File: src/rtl/mem_port_arbiter_pkg.sv
// Shared types and constants for the memory port arbiter and its alignment helper.
package mem_port_arbiter_pkg;

  // Arbiter FSM states.
  typedef enum logic [1:0] {
    IDLE    = 2'b00,
    IF_BUSY = 2'b01,
    LS_BUSY = 2'b10,
    RESP    = 2'b11
  } state_e;

  // Load/store size encodings; any op with bit 1 clear is a word access.
  typedef enum logic [1:0] {
    LS_WORD     = 2'b00,
    LS_WORD_ALT = 2'b01,
    LS_HALF     = 2'b10,
    LS_BYTE     = 2'b11
  } ls_op_e;

  // Byte-enable patterns before lane shifting.
  localparam logic [3:0] BE_WORD = 4'b1111;
  localparam logic [3:0] BE_HALF = 4'b0011;
  localparam logic [3:0] BE_BYTE = 4'b0001;

  // Memory addresses are always word aligned on the shared port.
  function automatic logic [31:0] word_align(input logic [31:0] addr);
    return {addr[31:2], 2'b00};
  endfunction

endpackage

File: src/rtl/mem_port_arbiter_lsu_align.sv
// Combinational lane logic: byte enables, store replication, misalignment
// detection for both requesters, and load data extraction/extension.
module lsu_align
  import mem_port_arbiter_pkg::*;
(
  input  logic [1:0]  req_op_i,
  input  logic [1:0]  req_addr_lo_i,
  input  logic [31:0] req_wdata_i,
  input  logic [1:0]  if_addr_lo_i,
  output logic [3:0]  req_be_o,
  output logic [31:0] req_wdata_o,
  output logic        ls_misal_o,
  output logic        if_misal_o,
  input  logic [1:0]  ld_op_i,
  input  logic        ld_un_i,
  input  logic [1:0]  ld_addr_lo_i,
  input  logic [31:0] ld_word_i,
  output logic [31:0] ld_data_o
);

  logic [7:0]  ld_byte_s;
  logic [15:0] ld_half_s;

  // Request side: lane enables, replicated store data and alignment check.
  always_comb begin
    req_be_o    = BE_WORD;
    req_wdata_o = req_wdata_i;
    ls_misal_o  = 1'b0;
    if_misal_o  = (if_addr_lo_i != 2'b00);
    case (req_op_i)
      LS_HALF: begin
        req_be_o    = BE_HALF << {req_addr_lo_i[1], 1'b0};
        req_wdata_o = {2{req_wdata_i[15:0]}};
        ls_misal_o  = req_addr_lo_i[0];
      end
      LS_BYTE: begin
        req_be_o    = BE_BYTE << req_addr_lo_i;
        req_wdata_o = {4{req_wdata_i[7:0]}};
        ls_misal_o  = 1'b0;
      end
      default: begin
        req_be_o    = BE_WORD;
        req_wdata_o = req_wdata_i;
        ls_misal_o  = (req_addr_lo_i != 2'b00);
      end
    endcase
  end

  // Load side: pick the addressed lane and zero/sign extend it.
  always_comb begin
    ld_byte_s = ld_word_i[{ld_addr_lo_i, 3'b000} +: 8];
    ld_half_s = ld_word_i[{ld_addr_lo_i[1], 4'b0000} +: 16];
    ld_data_o = ld_word_i;
    case (ld_op_i)
      LS_HALF: ld_data_o = ld_un_i ? {16'h0000, ld_half_s} : {{16{ld_half_s[15]}}, ld_half_s};
      LS_BYTE: ld_data_o = ld_un_i ? {24'h000000, ld_byte_s} : {{24{ld_byte_s[7]}}, ld_byte_s};
      default: ld_data_o = ld_word_i;
    endcase
  end

endmodule

File: src/rtl/mem_port_arbiter.sv
// Arbitrates an instruction-fetch port and a load/store port onto a single
// memory port with one outstanding transaction, fair alternation under
// contention, misalignment rejection and an ack timeout.
module mem_port_arbiter
  import mem_port_arbiter_pkg::*;
#(
  parameter int unsigned TIMEOUT = 32'd255
) (
  input  logic        i_clk,
  input  logic        i_rst_n,
  input  logic        i_if_req,
  input  logic [31:0] i_if_addr,
  output logic        o_if_ack,
  output logic [31:0] o_if_rdata,
  output logic        o_if_err,
  input  logic        i_ls_req,
  input  logic        i_ls_wren,
  input  logic [31:0] i_ls_addr,
  input  logic [31:0] i_ls_wdata,
  input  logic [1:0]  i_ls_op,
  input  logic        i_ls_un,
  output logic        o_ls_ack,
  output logic [31:0] o_ls_rdata,
  output logic        o_ls_err,
  output logic        o_mem_req,
  output logic        o_mem_wren,
  output logic [31:0] o_mem_addr,
  output logic [31:0] o_mem_wdata,
  output logic [3:0]  o_mem_be,
  input  logic        i_mem_ack,
  input  logic [31:0] i_mem_rdata,
  output logic        o_busy
);

  // Last busy-cycle count value before the transaction is abandoned.
  localparam logic [7:0] TMO_LAST = 8'(TIMEOUT - 32'd1);

  state_e      state_q, state_d;
  logic        last_ls_q, last_ls_d;
  logic [7:0]  cnt_q, cnt_d;
  logic        mem_req_q, mem_req_d;
  logic        mem_wren_q, mem_wren_d;
  logic [31:0] mem_addr_q, mem_addr_d;
  logic [31:0] mem_wdata_q, mem_wdata_d;
  logic [3:0]  mem_be_q, mem_be_d;
  logic [1:0]  ld_op_q, ld_op_d;
  logic        ld_un_q, ld_un_d;
  logic [1:0]  ld_lo_q, ld_lo_d;
  logic        if_ack_q, if_ack_d;
  logic        if_err_q, if_err_d;
  logic [31:0] if_rdata_q, if_rdata_d;
  logic        ls_ack_q, ls_ack_d;
  logic        ls_err_q, ls_err_d;
  logic [31:0] ls_rdata_q, ls_rdata_d;
  logic        busy_q, busy_d;

  logic        grant_ls_s, grant_if_s;
  logic [3:0]  req_be_s;
  logic [31:0] req_wdata_s;
  logic        ls_misal_s, if_misal_s;
  logic [31:0] ld_data_s;

  // Under contention the side that did not win last time gets the port.
  assign grant_ls_s = i_ls_req & (~i_if_req | ~last_ls_q);
  assign grant_if_s = i_if_req & ~grant_ls_s;

  lsu_align u_align (
    .req_op_i      (i_ls_op),
    .req_addr_lo_i (i_ls_addr[1:0]),
    .req_wdata_i   (i_ls_wdata),
    .if_addr_lo_i  (i_if_addr[1:0]),
    .req_be_o      (req_be_s),
    .req_wdata_o   (req_wdata_s),
    .ls_misal_o    (ls_misal_s),
    .if_misal_o    (if_misal_s),
    .ld_op_i       (ld_op_q),
    .ld_un_i       (ld_un_q),
    .ld_addr_lo_i  (ld_lo_q),
    .ld_word_i     (i_mem_rdata),
    .ld_data_o     (ld_data_s)
  );

  // Next-state and next-output computation for the arbiter FSM.
  always_comb begin
    state_d     = state_q;
    last_ls_d   = last_ls_q;
    cnt_d       = cnt_q;
    mem_req_d   = mem_req_q;
    mem_wren_d  = mem_wren_q;
    mem_addr_d  = mem_addr_q;
    mem_wdata_d = mem_wdata_q;
    mem_be_d    = mem_be_q;
    ld_op_d     = ld_op_q;
    ld_un_d     = ld_un_q;
    ld_lo_d     = ld_lo_q;
    if_ack_d    = 1'b0;
    if_err_d    = 1'b0;
    if_rdata_d  = if_rdata_q;
    ls_ack_d    = 1'b0;
    ls_err_d    = 1'b0;
    ls_rdata_d  = ls_rdata_q;

    case (state_q)
      IDLE: begin
        cnt_d = 8'd0;
        if (grant_ls_s) begin
          last_ls_d = 1'b1;
          ld_op_d   = i_ls_op;
          ld_un_d   = i_ls_un;
          ld_lo_d   = i_ls_addr[1:0];
          if (ls_misal_s) begin
            state_d    = RESP;
            ls_ack_d   = 1'b1;
            ls_err_d   = 1'b1;
            ls_rdata_d = 32'h0000_0000;
          end else begin
            state_d     = LS_BUSY;
            mem_req_d   = 1'b1;
            mem_wren_d  = i_ls_wren;
            mem_addr_d  = word_align(i_ls_addr);
            mem_wdata_d = req_wdata_s;
            mem_be_d    = req_be_s;
          end
        end else if (grant_if_s) begin
          last_ls_d = 1'b0;
          if (if_misal_s) begin
            state_d    = RESP;
            if_ack_d   = 1'b1;
            if_err_d   = 1'b1;
            if_rdata_d = 32'h0000_0000;
          end else begin
            state_d     = IF_BUSY;
            mem_req_d   = 1'b1;
            mem_wren_d  = 1'b0;
            mem_addr_d  = word_align(i_if_addr);
            mem_wdata_d = 32'h0000_0000;
            mem_be_d    = BE_WORD;
          end
        end else begin
          state_d = IDLE;
        end
      end

      IF_BUSY, LS_BUSY: begin
        if (i_mem_ack) begin
          mem_req_d = 1'b0;
          state_d   = RESP;
          cnt_d     = 8'd0;
          if (state_q == LS_BUSY) begin
            ls_ack_d = 1'b1;
            if (mem_wren_q) begin
              ls_rdata_d = 32'h0000_0000;
            end else begin
              ls_rdata_d = ld_data_s;
            end
          end else begin
            if_ack_d   = 1'b1;
            if_rdata_d = i_mem_rdata;
          end
        end else if (cnt_q == TMO_LAST) begin
          // Memory never answered: abandon the access and report an error.
          mem_req_d = 1'b0;
          state_d   = RESP;
          cnt_d     = 8'd0;
          if (state_q == LS_BUSY) begin
            ls_ack_d   = 1'b1;
            ls_err_d   = 1'b1;
            ls_rdata_d = 32'h0000_0000;
          end else begin
            if_ack_d   = 1'b1;
            if_err_d   = 1'b1;
            if_rdata_d = 32'h0000_0000;
          end
        end else begin
          cnt_d = cnt_q + 8'd1;
        end
      end

      RESP: begin
        state_d = IDLE;
      end

      default: begin
        state_d   = IDLE;
        mem_req_d = 1'b0;
      end
    endcase

    busy_d = (state_d != IDLE);
  end

  // State and output registers with asynchronous clear.
  always_ff @(posedge i_clk or negedge i_rst_n) begin
    if (!i_rst_n) begin
      state_q     <= IDLE;
      last_ls_q   <= 1'b0;
      cnt_q       <= 8'd0;
      mem_req_q   <= 1'b0;
      mem_wren_q  <= 1'b0;
      mem_addr_q  <= 32'h0000_0000;
      mem_wdata_q <= 32'h0000_0000;
      mem_be_q    <= 4'b0000;
      ld_op_q     <= 2'b00;
      ld_un_q     <= 1'b0;
      ld_lo_q     <= 2'b00;
      if_ack_q    <= 1'b0;
      if_err_q    <= 1'b0;
      if_rdata_q  <= 32'h0000_0000;
      ls_ack_q    <= 1'b0;
      ls_err_q    <= 1'b0;
      ls_rdata_q  <= 32'h0000_0000;
      busy_q      <= 1'b0;
    end else begin
      state_q     <= state_d;
      last_ls_q   <= last_ls_d;
      cnt_q       <= cnt_d;
      mem_req_q   <= mem_req_d;
      mem_wren_q  <= mem_wren_d;
      mem_addr_q  <= mem_addr_d;
      mem_wdata_q <= mem_wdata_d;
      mem_be_q    <= mem_be_d;
      ld_op_q     <= ld_op_d;
      ld_un_q     <= ld_un_d;
      ld_lo_q     <= ld_lo_d;
      if_ack_q    <= if_ack_d;
      if_err_q    <= if_err_d;
      if_rdata_q  <= if_rdata_d;
      ls_ack_q    <= ls_ack_d;
      ls_err_q    <= ls_err_d;
      ls_rdata_q  <= ls_rdata_d;
      busy_q      <= busy_d;
    end
  end

  assign o_if_ack    = if_ack_q;
  assign o_if_err    = if_err_q;
  assign o_if_rdata  = if_rdata_q;
  assign o_ls_ack    = ls_ack_q;
  assign o_ls_err    = ls_err_q;
  assign o_ls_rdata  = ls_rdata_q;
  assign o_mem_req   = mem_req_q;
  assign o_mem_wren  = mem_wren_q;
  assign o_mem_addr  = mem_addr_q;
  assign o_mem_wdata = mem_wdata_q;
  assign o_mem_be    = mem_be_q;
  assign o_busy      = busy_q;

endmodule

File: config.mk
export PLATFORM = sky130hd
export DESIGN_NAME = mem_port_arbiter
export DESIGN_NICKNAME = d
export VERILOG_FILES = /design/src/rtl/mem_port_arbiter_pkg.sv /design/src/rtl/mem_port_arbiter_lsu_align.sv /design/src/rtl/mem_port_arbiter.sv
export SDC_FILE = /design/constraint.sdc
export NUM_CORES = 1
export LEC_CHECK = 0
export CORE_ASPECT_RATIO = 1.25
export CORE_UTILIZATION = 49
export DETAILED_ROUTE_END_ITERATION = 10
export PLACE_DENSITY = 0.87
export RECOVER_POWER = 100
export SYNTH_ARGS = -nofsm -noshare
export SYNTH_HDL_FRONTEND = slang
export SYNTH_SLANG_ARGS = --single-unit
File: constraint.sdc
create_clock -name i_clk -period 3.4 [get_ports i_clk]
set_input_delay 0.85 -clock i_clk [delete_from_list [all_inputs] [get_ports i_clk]]
set_output_delay 0.85 -clock i_clk [all_outputs]
set_load 0.01 [all_outputs]
* Yosys cells after proc, flatten, opt, wreduce, memory -nomap -nowiden
Index checks and enable logic that the tools add are counted.
Storage, ports and cells: register bits after elaboration 155, input port bits 137, output and inout port bits 139, logic and storage cells 137
Operators by class: add/sub/neg operators 1, equal/unequal tests 21, shifts and indexed selects 4, multiplexer cells 74, bitwise operators 6, reduce and logical (&&, ||, !) cells 13
Operator list (count):
- $mux W32 | 24
- $pmux W32 S2 | 4
- $shiftx A32 B6 Y16 | 1
- $shiftx A32 B6 Y8 | 1
- $mux W1 | 26
- $ne A2 B2 Y1 const B | 9
- $mux W4 | 4
- $mux W8 | 2
- $pmux W8 S2 | 1
- $eq A2 B2 Y1 const B | 6
- $ne A3 B3 Y1 const B | 4
- $pmux W1 S2 | 6
- $mux W2 | 5
- $reduce_and A5 Y1 | 2
- $reduce_bool A2 Y1 | 5
- $add A8 B1 Y8 const B | 1
- $eq A8 B8 Y1 const B | 1
- $pmux W4 S2 | 1
- $pmux W2 S3 | 1
- $reduce_and A6 Y1 | 1
- $reduce_and A2 Y1 | 2
- $reduce_and A4 Y1 | 1
- $shl A1 B2 Y4 const A | 1
- $shl A2 B2 Y4 const A | 1
- 6 further kinds | 9

* Longest topological paths before layout
Gate-level depths: netlist of the first run.
depth in word-level cells 9, gate-level depth with buffers 7, gate-level depth less buffers 6

* Cells and area by module
From an unflattened synthesis of the first run, not the netlist that was laid out.
Second synthesis, totals: cells, all modules 765, area, all modules 7952.6 sq um
By module, submodules not included:
- mem_port_arbiter | times used 1, cells an instance 606, area each 6805.3 sq um, sequential area each 3828.7 sq um
- lsu_align | times used 1, cells an instance 159, area each 1147.4 sq um, sequential area each 0.0 sq um

* Worst setup path before layout of the first run
Ideal clock, no wire load.
kind input to register, start input port i_mem_ack, end register if_rdata_q[10], in the netlist o_if_rdata[10], setup time 125 ps, data arrival time 2137 ps, required time 3275 ps, slack 1139 ps, stages on the path 6, path buffers 2, path through buf_2 > nor2b_1 > o22a_1 > a211oi_4 > buf_6 > mux2_2
Between the ends: longest elaborated chain between the ends 2, elaborated cells between the ends (all ways) 4
RTL lines:
- from (decl) | RTL line mem_port_arbiter.sv:30 | input logic i_mem_ack,
- $ne A3 B3 Y1 (no source line) or $mux W32 (tied branches)
- $reduce_and A6 Y1 (no source line) or $pmux W32 S2 (tied branches)
- to (signal assigned) | RTL line mem_port_arbiter.sv:227 | if_rdata_q <= if_rdata_d;
- to (decl) | RTL line mem_port_arbiter.sv:51 | logic [31:0] if_rdata_q, if_rdata_d;
Parallel ways exist; a longest one is shown, timed or not. A chain may end at the register's enable or synchronous reset.

* Worst setup path in the final report of the first run
start input port i_ls_req, end register mem_addr_q[9], in the netlist o_mem_addr[9]
Between the ends: longest elaborated chain between the ends 5, elaborated cells between the ends (all ways) 8
RTL lines:
- from (decl) | RTL line mem_port_arbiter.sv:16 | input logic i_ls_req,
- $and A1 B1 Y1 * | RTL line mem_port_arbiter.sv:64 | assign grant_ls_s = i_ls_req & (~i_if_req | ~last_ls_q);
- $not A1 Y1 | RTL line mem_port_arbiter.sv:65 | assign grant_if_s = i_if_req & ~grant_ls_s;
- $and A1 B1 Y1 | RTL line mem_port_arbiter.sv:65
- $reduce_bool A2 Y1 (no source line)
- $reduce_and A4 Y1 (no source line)
- to (signal assigned) | RTL line mem_port_arbiter.sv:219 | mem_addr_q <= mem_addr_d;
- to (decl) | RTL line mem_port_arbiter.sv:43 | logic [31:0] mem_addr_q, mem_addr_d;
Every way passes the cells marked *; elsewhere a longest branch is shown, timed or not.

==> results of run 1 <==
power groups by stage:
stage	clock network, mW	logic (mW)	registers, mW
5_1_grt	2.06	4.78	3.08
3_3_place_gp	0	4.63	3.01
6_report	1.96	4.44	2.98
2_1_floorplan	0	2.40	3.23
4_1_cts	1.98	4.76	3.02
3_5_place_dp	0	4.74	3.03
cell type report:
| class | count | area, um2 |
|---|---|---|
| tap | 212 | 265 |
| multi-input combinational | 517 | 3680 |
| clock buffer | 18 | 439 |
| clock inverter | 14 | 173 |
| inverter | 18 | 67.6 |
| sequential | 153 | 3830 |
| fill | 1122 | 4300 |
| timing repair buffer | 291 | 2870 |
critical path: cells and delay by family:
family                 cells  cell delay (ns)
AO/OA/AOI/OAI              2             0.47
buffers and inverters      2             1.23
multiplexers               1             0.41
AND/OR/NAND/NOR            1             0.21
routing by layer:
layer	routed length [um]	vias to the layer above	share of wire (%)
li1	-	3152	-
met1	8680	3293	38
met2	11800	265	51
met3	1650	46	7.2
met4	801	0	3.5
met5	0	-	0
through the flow:
stage                     hold slack (ns)  std cells  area, um2
final                               0.482       1223      11300
after global routing                0.494       1223      11300
after CTS                           0.404       1223      11400
after detailed placement            0.475       1191      10800
after global placement              0.473       1191      10800
after floorplan                     0.487        743       7850
cells in the mapped netlist (2+ instances only):
cell	number
dfrtp_1	153
nand2_1	111
mux2_2	103
nor2_1	45
and3_1	32
clkbuf_1	28
a22o_1	25
mux2i_1	25
a21oi_1	21
inv_1	17
nor3_1	17
nand3_1	16
buf_2	15
o2bb2ai_1	14
o21ai_0	10
nand2b_1	9
o211ai_1	9
a211oi_1	8
a221oi_1	7
ha_1	7
nor2b_1	5
xor2_1	5
buf_1	4
buf_4	4
buf_6	4
nand3b_1	4
nand4_1	4
a21o_1	3
a31oi_1	3
a211oi_4	2
a21bo_2	2
and3b_1	2
mux2_1	2
o22ai_1	2
o31ai_1	2
or2_2	2
cell families (layout without fill, tap and decap cells):
logic type               count (synthesis)  after routing
AO/OA/AOI/OAI                          118            118
buffers and inverters                   73            341
adder cells (fa/ha/maj)                  7              7
XOR/XNOR                                 6              6
other                                    1              2
multiplexers                           131            131
AND/OR/NAND/NOR                        253            253
flip-flops                             153            153
sequential cells by signal (all words and copies together) (netlist names):
register     count
o_ls_rdata      32
ld_lo_q          2
o_if_rdata      32
o_mem_be         4
o_ls_err         1
o_mem_wren       1
o_ls_ack         1
o_mem_req        1
o_if_err         1
ld_un_q          1
o_busy           1
last_ls_q        1
cnt_q            8
o_mem_addr      30
o_mem_wdata     32
ld_op_q          2
state_q          2
o_if_ack         1
worst max path at each step:
| stage | end | start | cells after the start |
|---|---|---|---|
| after global placement | o_ls_rdata[8]$_DFFE_PN0P_ | i_if_req | 6 |
| after floorplan | o_if_rdata[10]$_DFFE_PN0P_ | i_mem_ack | 6 |
| final | o_mem_addr[9]$_DFFE_PN0P_ | i_ls_req | 6 |
| after detailed placement | o_ls_rdata[8]$_DFFE_PN0P_ | i_if_req | 6 |
| after CTS | o_ls_rdata[8]$_DFFE_PN0P_ | i_if_req | 6 |
| after global routing | o_ls_rdata[15]$_DFFE_PN0P_ | i_rst_n | 2 |
placed cells by master, fill, tap and decap left out, types with 11 or more instances in the layout:
cell type and instances:
mux2i_1 25, nor2_1 45, nor3_1 17, clkbuf_16 17, mux2_2 101, clkdlybuf4s50_1 133, inv_1 17, and3_1 32
nand2_1 111, nand3_1 16, o2bb2ai_1 14, a22o_1 25, buf_4 11, dlygate4sd3_1 139, a21oi_1 21, dfrtp_1 153
==> reports/results.ini, run 1 <==
[synth]
ys_seq_area_share_pct = 48.8
postSynth.asyncResetShare_pct = 100
ys_types = 56
synthSimpleGateAreaFrac_pct = 14.9
yosys_warnings = 0
synthAdderAreaFrac_pct = 1.12
synth_edf_count = 0
ys_ff_latch = 153
yosysTopAreaCell = dfrtp_1
synth-main-ff-cell = dfrtp_1
netlist.area_leader.share_pct = 48.8
yosys.area_share.xor_xnor_pct = 0.669
synth_compound_area_share_pct = 11.7
synth_top_family_by_area = multiplexers
synth.area.mux_share_pct = 18.5
yosys-top-cells-area = dfrtp_1 (49%), mux2_2 (15%), nand2_1 (5.3%), mux2i_1 (3.2%), a22o_1 (2.8%)
syn_area_per_cell_um2 = 10.6
synthCells = 742
netlist_area_um2 = 7850

[sta]
finalWorstSetupSlack_ns = 0.517
report.final.slew_viol_count = 0
max_clock_freq_mhz = 347
worstMarginPinSlew_ns = 1.47
setup_viol = 0
tns_ns = 0
rsz0062_at_grt = false
final.min_clock_period_ns = 2.88
hold_viol = 0
clock_skew_ns = 0.00934
relSlewSlack_pct = 2.06
finalCritPeriodShare_pct = 84.8

[global_routing]
antenna_found_initial = 0
top_usage_layer = met2
use_met1_pct = 33.8
grtUsageTotal_pct = 28.8
met3_usage_pct = 7.13
grt_overflow = 0
grt_pass1_wl_um = 36000
use_met2_pct = 49.7
grt_pass1_vias = 6700
grt_max_degree = 57

[clock_tree]
clk_pin_slew_ns = 0.06
clock-sinks = 153
cts_setup_buffers = 0
cts_resized = 0
ctsLongestPathBuffers = 2
clock-root-buffer = clkbuf_16
cts_buffers = 17
tritoncts = done
clk_latency_ns = 0.43
h-tree-depth = 4
hold_buffers = 0

[setup_path]
path_class = primary input to flip-flop
path_max_fanout = 50
crit_arrival_ns = 3.19
reg2reg_to = o_if_rdata[9]$_DFFE_PN0P_
critical_path.cell_chain = dlygate4sd3_1 -> a21boi_4 -> nand3_1 -> a21boi_4 -> clkbuf_4 -> mux2_2
required_ns = 3.71
endpoint_kind = flip-flop
slowest_stage = dlygate4sd3_1
regToRegSetupSlack_ns = 0.81
path_common_cell = a21boi_4
cp-start-kind = primary input
r2r_start = state_q[0]$_DFF_PN0_
worstRegToRegCells = 7
cp_slowest_stage_delay_ns = 0.62

[power]
switchingPower_mw = 3.41
p_comb_share_pct = 47.3
peakVddDrop_mv = 0.510
power_leakage_nw = 5.43
power_density_nw_per_um2 = 828
seq_power_share_pct = 31.8
internal-power_mw = 5.98
clockPowerShare_pct = 20.9
swShare_pct = 36.3
power_mw = 9.38

[layout]
fin_util_pct = 72.5
drive_gt1_share_pct = 15.6
diodes = 0
fin_nets = 1142
area_growth_pct = 44.4

[drt]
routed_via_density = 5.52
dr.pass1.iters = 4
route.detailed.drc = 0
finalWirelength_um = 22900
postRouteAntennaNets = 0
via_count = 6756
post_drt_wl_per_cell_um = 18.7
first_iter_violations = 421

[floorplanning]
die_w_um = 115
rows = 51
core_um2 = 15600
io_pins = 276
die_area_um2 = 16500
fp.dieH_um = 144
initial_core_util_pct = 50.2

[worst_hold_path]
hold_start = o_mem_wdata[23]$_DFFE_PN0P_
hold_end = o_mem_wdata[23]$_DFFE_PN0P_
min_path_type = flip-flop to flip-flop
whs_path_depth = 1

[place]
gp_congestion = 0.846
io_buffers = 273
place_ws_ns = 0.307
dp_hpwl_um = 16900

[run_status]
status = complete, no violations

[flow_run]
maxCapViolations = 0

Power figures use the tool's default switching activity.
==> run 2: changes to the inputs <==
--- a/config.mk
+++ b/config.mk
@@ -6,9 +6,9 @@
 export NUM_CORES = 1
 export LEC_CHECK = 0
 export CORE_ASPECT_RATIO = 1.25
-export CORE_UTILIZATION = 49
+export CORE_UTILIZATION = 41
 export DETAILED_ROUTE_END_ITERATION = 10
-export PLACE_DENSITY = 0.87
+export PLACE_DENSITY = 0.78
 export RECOVER_POWER = 100
 export SYNTH_ARGS = -nofsm -noshare
 export SYNTH_HDL_FRONTEND = slang
==> constraint.sdc (replaced) <==
create_clock -name i_clk -period 2.5 [get_ports i_clk]
set_input_delay 0.625 -clock i_clk [delete_from_list [all_inputs] [get_ports i_clk]]
set_output_delay 0.625 -clock i_clk [all_outputs]
set_load 0.01 [all_outputs]
==> run 2 against run 1 <==
Against the previous run: critical path type unchanged; register-to-register slack got worse by 0.55 ns; highest routed layer is now met5; total power rose by 40%; clock power rose by 43%; via count rose by 0.83%; first-iteration DRC count fell by 9.7%; non-clock buffer count rose by 24; combinational power rose by 41%; critical endpoint is now o_mem_wdata[15]$_DFFE_PN0P_; sequential power rose by 35%.
==> reports/results.ini, run 2 (synthesized netlist as in run 1, its figures left out) <==
[flow_run]
maxCapViolations = 0  ; unchanged

[layout]
fin_nets = 1166  ; +2.1%
area_growth_pct = 47.5
diodes = 0  ; unchanged
drive_gt1_share_pct = 17.8  ; +2.1 points
fillers = 1623  ; +45%
final_common_cell = dfrtp_1
layout_common_cells = dfrtp_1 (153), dlygate4sd3_1 (138), clkdlybuf4s50_1 (134)

[global_routing]
grt_pass1_wl_um = 37700  ; +4.9%
antenna_found_initial = 1  ; +1
use_met2_pct = 42.2  ; -7.5 points
grt_max_degree = 49  ; -14%
top_usage_layer = met2
grt_overflow = 0  ; unchanged
use_met1_pct = 29.3  ; -4.5 points
met3_usage_pct = 6.29  ; -0.84 points
grt_pass1_vias = 6959  ; +3.9%
grtUsageTotal_pct = 24.7  ; -4.1 points

[sta]
rsz0062_at_grt = false
max_clock_freq_mhz = 432
tns_ns = 0  ; unchanged
clock_skew_ns = 0.00921  ; -0.000135 ns
hold_viol = 0  ; unchanged
relSlewSlack_pct = 27.6  ; +25 points
worstMarginPinSlew_ns = 1.09  ; -0.382 ns
final.min_clock_period_ns = 2.31
report.final.slew_viol_count = 0  ; unchanged
finalCritPeriodShare_pct = 92.6
setup_viol = 0  ; unchanged

[place]
dp_hpwl_um = 17400  ; +3.1%
io_buffers = 273  ; unchanged
gp_congestion = 0.883  ; +4.4%

[power]
power_density_nw_per_um2 = 1130  ; +37%
peakVddDrop_mv = 0.542  ; +6.3%
power_mw = 13.1  ; +40%
power_leakage_nw = 5.55  ; +2.3%

[setup_path]
reg2reg_to = o_ls_rdata[30]$_DFFE_PN0P_
path_max_fanout = 12  ; -76%
cp-start-kind = primary input
required_ns = 2.81  ; -0.90 ns
cp_num_buf_inv = 3  ; +1
critPathTopFamily = buffers and inverters
critical_path.cell_chain = dlygate4sd3_1 -> clkbuf_1 -> a21boi_4 -> nand3_1 -> a21boi_4 -> clkbuf_2 -> mux2_2
path_class = primary input to flip-flop
endpoint_kind = flip-flop
crit_arrival_ns = 2.62  ; -0.57 ns
r2r_start = state_q[0]$_DFF_PN0_
regToRegSetupSlack_ns = 0.26  ; -0.55 ns
slowest_stage = dlygate4sd3_1
cp_slowest_stage_delay_ns = 0.57  ; -0.05 ns
worstRegToRegCells = 8  ; +1
path_common_cell = a21boi_4

[drt]
first_iter_violations = 380  ; -9.7%
postRouteAntennaNets = 0  ; unchanged
post_drt_wl_per_cell_um = 18.4  ; -1.5%
routed_via_density = 5.38  ; -2.7%
finalWirelength_um = 23300  ; +2.0%
route.detailed.drc = 0  ; unchanged
via_count = 6812  ; +0.83%
dr.pass1.iters = 5  ; +1

[clock_tree]
tritoncts = done
clk_latency_ns = 0.42  ; about the same
clk_pin_slew_ns = 0.07  ; about the same
cts_resized = 0  ; unchanged
h-tree-depth = 4  ; unchanged
hold_buffers = 0  ; unchanged
clock-root-buffer = clkbuf_16
ctsLongestPathBuffers = 2  ; unchanged
clock-sinks = 153  ; unchanged
cts_setup_buffers = 0  ; unchanged
cts_buffers = 17  ; unchanged

[floorplanning]
fp.dieH_um = 157  ; +9.2%
io_pins = 276  ; unchanged
die_w_um = 126  ; +9.2%
die_area_um2 = 19700  ; +19%
rows = 56  ; +9.8%
initial_core_util_pct = 41.8  ; -8.4 points
core_um2 = 18800  ; +20%

[run_status]
status = complete, no violations

[worst_hold_path]
min_path_type = primary input to async pin

[run 2: changes by cell type in the layout (fill, tap and decap cells not counted), moves of 2 or more]
cell,before,now
buf_12,2,4
clkinv_4,4,2
clkbuf_2,2,6
mux2_1,4,2
clkinvlp_4,2,0
a211oi_4,0,2
inv_6,2,6
mux2_2,101,103
buf_4,11,25
a211oi_1,10,8
[run 2: final cells by class]
| type | instances | area, um2 | area share [%] |
|---|---|---|---|
| clock buffers | 17 | 425 | 3.67 |
| clock inverters | 15 | 211 | 1.83 |
| inverters | 18 | 67.6 | 0.583 |
| multi-input cells | 517 | 3700 | 31.9 |
| flip-flops and latches | 153 | 3830 | 33.1 |
| well taps | 232 | 290 | 2.51 |
| repair buffers | 315 | 3060 | 26.4 |
[run 2: power by group]
part	switching (mW)	internal [mW]
combinational	3.05	3.22
clock	1.10	1.70
sequential	0.578	3.45
total	4.73	8.37
[run 2: per-layer routing]
metal | up-vias | routed length [um]
met5 | - | 13
met3 | 52 | 1510
li1 | 3181 | -
met2 | 258 | 11600
met4 | 2 | 879
met1 | 3319 | 9340
[run 2: how the worst max path moves through the flow]
| stage | endpoint | slack [ns] | cells past startpoint | startpoint |
|---|---|---|---|---|
| CTS | o_if_rdata[2]$_DFFE_PN0P_ | 0.26 | 7 | state_q[0]$_DFF_PN0_ |
| finish | o_mem_wdata[15]$_DFFE_PN0P_ | 0.19 | 7 | i_if_req |
| global placement | o_mem_wdata[31]$_DFFE_PN0P_ | 0.01 | 6 | i_ls_addr[0] |
| floorplan | o_if_rdata[10]$_DFFE_PN0P_ | 0.35 | 7 | state_q[0]$_DFF_PN0_ |
| global route | o_mem_addr[14]$_DFFE_PN0P_ | 0.08 | 2 | i_rst_n |
| detailed placement | o_mem_wdata[15]$_DFFE_PN0P_ | -0.06 | 6 | i_ls_req |
[run 2: through the flow]
stage          std cells  area (um2)  util (%)  worst slack, ns  hold WS (ns)
6_report            1267       11600      61.7            0.186         0.379
5_1_grt             1267       11600      61.7           0.0753         0.453
4_1_cts             1267       11700      62.1            0.260         0.113
3_5_place_dp        1235       11000      58.7          -0.0591         0.481
3_3_place_gp        1235       11000      58.7          0.00973         0.472
2_1_floorplan        743        7850         -            0.354         0.329
